**config.mk**
```make
export PLATFORM = sky130hd
export DESIGN_NAME = clk_prog_ctrl
export DESIGN_NICKNAME = d
export VERILOG_FILES = /design/src/rtl/clk_prog_ctrl.sv
export SDC_FILE = /design/constraint.sdc
export NUM_CORES = 1
export LEC_CHECK = 0
export ABC_CLOCK_PERIOD_IN_PS = 2550
export CAP_MARGIN = 25
export CORE_UTILIZATION = 40
export DETAILED_ROUTE_END_ITERATION = 12
export GPL_TIMING_DRIVEN = 1
export PLACE_DENSITY = 0.69
export SETUP_SLACK_MARGIN = 0.1
export SLEW_MARGIN = 20
export SYNTH_ARGS = -nofsm -noshare
export SYNTH_HDL_FRONTEND = slang
export SYNTH_SLANG_ARGS = --single-unit
```
**constraint.sdc**
```tcl
create_clock -name CLK -period 2.55 [get_ports CLK]
set_clock_uncertainty 0.15 [all_clocks]
set_input_delay 0.765 -clock CLK [delete_from_list [all_inputs] [get_ports CLK]]
set_output_delay 0.765 -clock CLK [all_outputs]
set_load 0.05 [all_outputs]
```
**src/rtl/clk_prog_ctrl.sv**
```systemverilog
// clk_prog_ctrl: serial M/D programming sequencer for DCM_CLKGEN clocks, with done wait and PLL reset.
module clk_prog_ctrl #(
  parameter int PROGCLK_DIV      = 1,
  parameter int TIMEOUT          = 65536,
  parameter int PLL_RESET_CYCLES = 16
) (
  input  logic       CLK,
  input  logic       reset_n,
  input  logic       cmd_wr_en,
  input  logic [1:0] cmd_clk_num,
  input  logic [7:0] cmd_m,
  input  logic [7:0] cmd_d,
  output logic       busy,
  output logic       done,
  output logic       err,
  output logic [3:0] progen,
  output logic       progdata,
  output logic       progclk,
  input  logic       progdone_inv,
  output logic       pll_reset
);
  localparam int DW   = PROGCLK_DIV > 1 ? $clog2(PROGCLK_DIV) : 1;
  localparam int CMAX = TIMEOUT > PLL_RESET_CYCLES ? TIMEOUT : PLL_RESET_CYCLES;
  localparam int CW   = $clog2(CMAX + 1);

  typedef enum logic [3:0] {IDLE, START, LOAD_D, GAP1, LOAD_M, GAP2, GO, WAIT_DONE, PLL_RST} state_t;

  state_t        state_q, state_d;
  logic [3:0]    step_q, step_d;
  logic [CW-1:0] cnt_q, cnt_d;
  logic [DW-1:0] div_q, div_d;
  logic [1:0]    num_q, num_d;
  logic [7:0]    m_q, m_d, d_q, d_d;
  logic [3:0]    progen_q, progen_d;
  logic          progdata_q, progdata_d, progclk_q, progclk_d;
  logic          pll_reset_q, pll_reset_d, done_q, done_d, err_q, err_d;
  logic [1:0]    sync_q;
  logic          tog, tick, last;
  logic [3:0]    onehot;
  logic [2:0]    idx;

  assign busy     = state_q != IDLE;
  assign tog      = busy && (div_q == DW'(PROGCLK_DIV - 1));
  assign tick     = tog && progclk_q;
  assign onehot   = 4'b0001 << num_q;
  assign last     = step_q == 4'd9;
  // step s carries data bit s-2, and the bit is chosen one step ahead
  assign idx      = 3'(step_q - 4'd1);
  assign done     = done_q;
  assign err      = err_q;
  assign progen   = progen_q;
  assign progdata = progdata_q;
  assign progclk  = progclk_q;
  assign pll_reset = pll_reset_q;

  always_comb begin
    state_d     = state_q;
    step_d      = step_q;
    cnt_d       = cnt_q;
    num_d       = num_q;
    m_d         = m_q;
    d_d         = d_q;
    progen_d    = progen_q;
    progdata_d  = progdata_q;
    pll_reset_d = pll_reset_q;
    err_d       = err_q;
    done_d      = 1'b0;
    div_d       = (!busy || tog) ? '0 : div_q + 1'b1;
    progclk_d   = tog ? ~progclk_q : progclk_q;
    case (state_q)
      IDLE: if (cmd_wr_en) begin
        state_d = START;
        num_d   = cmd_clk_num;
        m_d     = cmd_m;
        d_d     = cmd_d;
        err_d   = 1'b0;
      end
      START: if (m_q == 8'd0) begin
        err_d   = 1'b1;
        state_d = IDLE;
      end else if (tick) begin
        state_d    = LOAD_D;
        step_d     = 4'd0;
        progen_d   = onehot;
        progdata_d = 1'b1;
      end
      LOAD_D: if (tick) begin
        state_d    = last ? GAP1 : LOAD_D;
        step_d     = last ? 4'd0 : step_q + 4'd1;
        progen_d   = last ? 4'd0 : onehot;
        progdata_d = !last && step_q != 4'd0 && d_q[idx];
      end
      GAP1: if (tick) begin
        state_d    = step_q == 4'd1 ? LOAD_M : GAP1;
        step_d     = step_q == 4'd1 ? 4'd0 : step_q + 4'd1;
        progen_d   = step_q == 4'd1 ? onehot : 4'd0;
        progdata_d = step_q == 4'd1;
      end
      LOAD_M: if (tick) begin
        state_d    = last ? GAP2 : LOAD_M;
        step_d     = last ? 4'd0 : step_q + 4'd1;
        progen_d   = last ? 4'd0 : onehot;
        progdata_d = !last && (step_q == 4'd0 || m_q[idx]);
      end
      GAP2: if (tick) begin
        state_d    = step_q == 4'd1 ? GO : GAP2;
        step_d     = step_q + 4'd1;
        progen_d   = step_q == 4'd1 ? onehot : 4'd0;
        progdata_d = 1'b0;
      end
      GO: if (tick) begin
        state_d    = WAIT_DONE;
        step_d     = 4'd0;
        cnt_d      = '0;
        progen_d   = 4'd0;
        progdata_d = 1'b0;
      end
      WAIT_DONE: begin
        cnt_d = cnt_q + 1'b1;
        if (tick && step_q != 4'd4) step_d = step_q + 4'd1;
        if (step_q == 4'd4 && !sync_q[1]) begin
          state_d     = PLL_RST;
          cnt_d       = '0;
          pll_reset_d = 1'b1;
        end else if (cnt_q == CW'(TIMEOUT - 1)) begin
          err_d   = 1'b1;
          state_d = IDLE;
        end
      end
      PLL_RST: begin
        cnt_d = cnt_q + 1'b1;
        if (cnt_q == CW'(PLL_RESET_CYCLES - 1)) begin
          pll_reset_d = 1'b0;
          done_d      = 1'b1;
          state_d     = IDLE;
        end
      end
      default: state_d = IDLE;
    endcase
    // progclk must park low whenever the sequencer drops back to IDLE
    if (state_d == IDLE) begin
      progclk_d = 1'b0;
      div_d     = '0;
    end
  end

  always_ff @(posedge CLK or negedge reset_n) begin
    if (!reset_n) begin
      state_q     <= IDLE;
      step_q      <= '0;
      cnt_q       <= '0;
      div_q       <= '0;
      num_q       <= '0;
      m_q         <= '0;
      d_q         <= '0;
      progen_q    <= '0;
      progdata_q  <= 1'b0;
      progclk_q   <= 1'b0;
      pll_reset_q <= 1'b0;
      done_q      <= 1'b0;
      err_q       <= 1'b0;
      sync_q      <= 2'b11;
    end else begin
      state_q     <= state_d;
      step_q      <= step_d;
      cnt_q       <= cnt_d;
      div_q       <= div_d;
      num_q       <= num_d;
      m_q         <= m_d;
      d_q         <= d_d;
      progen_q    <= progen_d;
      progdata_q  <= progdata_d;
      progclk_q   <= progclk_d;
      pll_reset_q <= pll_reset_d;
      done_q      <= done_d;
      err_q       <= err_d;
      sync_q      <= {sync_q[0], progdone_inv};
    end
  end
endmodule

```
# ---- After elaboration in Yosys (flattened, before gate mapping)
# Index checks and enable logic that the tools add are counted.
dict set report totals {
  register_bits 55
  in_bits 22
  output_inout_bits 10
  wordCells 149
}
dict set report op_classes {
  addsub 4
  magnitude_cmp 1
  n_eq_ne 31
  n_shift 1
  n_mux 61
  n_bitwise 2
  n_reduce_logical 35
}
# cell n
set ops {}
lappend ops {{$mux 4} 26}
lappend ops {{$pmux 17 s3} 1}
lappend ops {{$pmux 4 s9} 1}
lappend ops {{$mux 17} 2}
lappend ops {{$ne 2x2->1 const B} 14}
lappend ops {{$pmux 4 s6} 1}
lappend ops {{$mux 1} 22}
lappend ops {{$eq 4x3->1 const B} 5}
lappend ops {{$add 17x1->17 const B} 1}
lappend ops {{$eq 17x16->1 const B} 1}
lappend ops {{$eq 17x4->1 const B} 1}
lappend ops {{$pmux 4 s4} 1}
lappend ops {{$logic_not 4->1} 3}
lappend ops {{$reduce_and 6->1} 2}
lappend ops {{$reduce_bool 4->1} 3}
lappend ops {{$eq 4x1->1 const B} 2}
lappend ops {{$eq 4x2->1 const B} 2}
lappend ops {{$eq 4x4->1 const B} 2}
lappend ops {{$logic_not 8->1} 1}
lappend ops {{$logic_and 1x1->1} 7}
lappend ops {{$reduce_and 7->1} 1}
lappend ops {{$bmux 1 s3} 2}
lappend ops {{$ne 2x1->1 const B} 3}
lappend ops {{$reduce_bool 3->1} 2}
lappend ops {{21 further kinds} 29}

# ---- Longest topological paths before layout
dict set report depth {
  depth_word 8
  ltp_mapped 9
  ltp_nobuf 9
}

# ---- Worst setup path after synthesis
# OpenSTA, ideal clock, no wires.
dict set report synth_path {
  path_type {register to register}
  from {register cnt_q[0]}
  to {register progclk_q (netlist: progclk)}
  setup_ns 0.129
  arrival_time_ns 1.901
  required_ns 2.271
  path_slack_ns 0.370
  path_stages_with_launch 10
  path_buffers 0
  period_less_slack_ns 2.180
  cell_sequence {dfrtp_1 -> ha_1 -> nand2_1 -> nor3b_1 -> and3_1 -> ha_1 -> nor2_1 -> a211oi_1 -> o31ai_1 -> o41a_1}
}
dict set report synth_between {
  elab_chain_len 6
  elab_cells_between_ends 9
  cone_classes {eq/ne: 2; mux: 5; reduce/logical: 2}
}
# item line_no
set synth_rtl {}
lappend synth_rtl {{from (decl)} 30} ;# logic [CW-1:0] cnt_q, cnt_d;
lappend synth_rtl {{from (signal assigned)} 166} ;# cnt_q <= cnt_d;
lappend synth_rtl {{$eq 17x16->1} 125} ;# end else if (cnt_q == CW'(TIMEOUT - 1)) begin
lappend synth_rtl {{$mux 4} 125}
lappend synth_rtl {{$mux 4} 121} ;# if (step_q == 4'd4 && !sync_q[1]) begin
lappend synth_rtl {{$pmux 4 s9 *} 70} ;# case (state_q)
lappend synth_rtl {{net state_d[0]} 28} ;# state_t state_q, state_d;
lappend synth_rtl {{$logic_not 4->1 *} 141} ;# if (state_d == IDLE) begin
lappend synth_rtl {{$mux 1 or $reduce_bool 2->1 (tied branches)} --}
lappend synth_rtl {{to (signal assigned)} 173} ;# progclk_q <= progclk_d;
lappend synth_rtl {{to (decl)} 35} ;# logic progdata_q, progdata_d, progclk_q, progclk_d;
# The timed path passes the listed nets; every way through them passes the cells marked *.
# A chain may end at the register's enable or synchronous reset.

# ---- Worst setup path in the final report
dict set report layout_path {
  from {register progen_q[0] (netlist: progen[0])}
  to {output progen[0]}
}
# item line_no
set layout_lines {}
lappend layout_lines {{from (decl)} 34} ;# logic [3:0] progen_q, progen_d;
lappend layout_lines {{from (signal assigned)} 171} ;# progen_q <= progen_d;
lappend layout_lines {{to (decl)} 16} ;# output logic [3:0] progen,
# No word-level cell between the ends.

==> flow_summary.yaml <==
cts:
  insertion_delay_ns: 0.31
  htreeDepth: 2
  cts.path.max_buffers: 2
  cts_buffers: 5
  cts_sinks: 55
  clk_pin_slew_worst_paths_ns: 0.10
  cts_tree: "done"
  root_buffer: "clkbuf_8"
sta:
  rsz0062_at_grt: "true"
  timing.fmax_ghz: 0.419
  final.setup.tns_ns: 0
  min_period_ns: 2.39
  drv_slew: 0
  hold_viol: 0
  setup_viol: 0
  slew_headroom: 0.663
  setup_ws_ns: 0.161
  fin_crit_sh: 0.937
  worst-slew-pin-transition_ns: 0.505
worst_setup_path:
  r2r-end: "progclk"
  r2r-start: "cnt_q[1]"
  critPathLaunchType: "flip-flop"
  r2r_slack_ns: 0.21
  reg2reg_depth: 9
  required_ns: 1.64
  path_delay_family: "buffers and inverters"
  critical_path_buf_inv_count: 1
  worstPathMaxFanout: 2
  cp_cell_sequence: "clkdlybuf4s50_1"
  critPathSlowestCell: "clkdlybuf4s50_1"
  crit_path_end_kind: "output port"
  critPathArrivalTime_ns: 1.47
  max_stage_delay_ns: 0.80
  critPathKind: "reg -> out"
yosys:
  ys_top_cells_by_area: "dfrtp_1 44%, mux2_2 7.1%, nor2_1 4.1%"
  async_reset_ff_frac: 1.00
  yosysSeqAreaShare: 0.457
  synth_top_area_cell: "dfrtp_1"
  ys_ff_latch: 55
  synth_edf_count: 0
  synth_cells: 293
  synth_cell_types: 62
  synth_fp_nets: 321
  ys_warn_count: 0
  synth_ff_type: "dfrtp_1"
  netlist.area_leader.share: 0.439
  syn_avg_cell_area_um2: 10.3
  syn_area_mm2: 0.00302
global_route:
  grt_pass1_vias: 2151
  grtUsageTotal: 0.169
  grt_max_degree: 26
  overflow: 0
  grt-busiest-layer: "met2"
  grt_pass1_wl_um: 10300
  grtUsageMet1: 0.246
  grt_use_met2: 0.257
  antenna_found_initial: 0
  grt_use_met3: 0.0336
route:
  via_per_inst: 5.39
  antenna_left: 0
  wirelength_um: 6090
  firstDrtPassIters: 4
  routedWlPerCell_um: 14.2
  drt-initial-drc-count: 137
  drc: 0
  dr_total_vias: 2306
floorplan:
  die_h_um: 88.9
  start_util: 0.414
  io_pins: 32
  die_x_um: 88.9
  core_mm2: 0.00729
  num_rows: 31
  die_area_mm2: 0.00790
finish:
  final_nets: 357
  fin_area_mm2: 0.00357
  diodes: 0
  drive_above_1_share: 0.188
  area_growth_syn_to_layout_pct: 18.4
worst_hold_path:
  hold_path_class: "in -> async"
power_and_ir_drop:
  p_leak_nw: 1.48
  power_w: 0.00324
  ir_worst_vdd_mv: 0.438
  power_density_mw_per_mm2: 908
place:
  detailed_place_hpwl_um: 4380
  place.port_buffers: 31
  gp_congestion: 0.827
  placed_area_mm2: 0.00343
  place_ws_ns: 0.0257
outcome:
  status: "complete, no violations"
run:
  max_cap_violations: 0
## worst reg2reg max path, cell delays in order, from the launching register on
cell	delay, ns
dfrtp_1	0.39
ha_1	0.20
nand2_1	0.10
nor3b_2	0.20
and3_1	0.18
ha_1	0.20
nor2_1	0.10
a211oi_2	0.17
o31ai_1	0.14
o41a_1	0.39
## cells by family after synthesis
logic type | after synthesis | share of synthesized area
AND/OR/NAND/NOR | 117 | 0.226
AO/OA/AOI/OAI | 58 | 0.122
flip-flops | 55 | 0.457
multiplexers | 23 | 0.101
buffers and inverters | 22 | 0.0365
XOR/XNOR | 11 | 0.0319
adder cells (fa/ha/maj) | 6 | 0.0249
other | 1 | 0.00124
## what timing repair did
item | 4_1_cts | 5_1_grt
hold buffers | 0 | 0
pin swaps | 0 | 2
endpoints found under the setup margin | 2 | 4
setup buffers | 0 | 3
resized for setup | 4 | 6
hold endpoints to repair | 0 | 0
## through the flow
stage,hold WS (ns),utilization,instances
final,0.210,0.490,428
after CTS,0.211,0.485,425
after detailed placement,0.197,0.470,418
after global routing,0.217,0.490,428
after global placement,0.197,0.470,418
after floorplan,0.195,-,293
## metal layers
layer / share of wire / routed length, um
met1: 0.48 / 2920
met2: 0.47 / 2880
met3: 0.039 / 238
met4: 0.0094 / 57
met5: 0 / 0
## power by group
group	switching [W]	internal, W
registers	0.000226	0.00110
clock network	0.000285	0.000288
logic	0.000686	0.000658
## worst max path at each step
stage / startpoint / to / slack (ns) / cells past startpoint
finish: progen[0] / progen[0] / 0.16 / 1
detailed placement: cmd_wr_en / progclk / 0.03 / 6
global placement: cmd_wr_en / progclk / 0.02 / 6
floorplan: cnt_q[0] / progclk / 0.37 / 9
CTS: state_q[2] / busy / 0.10 / 3
global route: cnt_q[1] / progclk / 0.03 / 9
## state kept, by name (all words and copies together) (netlist names)
register,cells
progclk,1
progen,4
pll_reset,1
done,1
num_q,2
sync_q,2
progdata,1
cnt_q,17
m_q,8
div_q,1
err,1
step_q,4
state_q,4
d_q,8
## layout by cell type (no fill, tap or decap), drive strengths merged, types with 4 or more instances in the layout
master	Yosys	layout
and3	5	5
nor4	6	6
clkbuf	3	5
clkdlybuf4s50	0	26
mux2	19	19
nor4b	4	4
a21oi	7	7
ha	6	6
nand3	5	5
dfrtp	53	53
nand2b	6	6
nand2	24	24
buf	9	12
nor3	6	6
o21ai	25	25
inv	10	10
xnor2	9	9
nor2	35	35
mux4	4	4
o31ai	5	5
## cells in the mapped netlist, types with 5 or more instances
master	instances
mux2_2	19
nor2_1	33
o21ai_0	24
nand2_1	23
nor3_1	6
and3_1	5
xnor2_1	9
a21oi_1	7
nand3_1	5
ha_1	6
o31ai_1	5
buf_2	5
nor4_1	5
dfrtp_1	53
inv_1	10
## cell type report
type	count	area, um^2
clock buffers	5	68.8
clock inverters	2	37.5
fillers	691	3720
inverters	10	37.5
multi-input cells	216	1540
flip-flops and latches	55	1390
well taps	99	124
repair buffers	41	382
(Power assumes the default switching activity.)
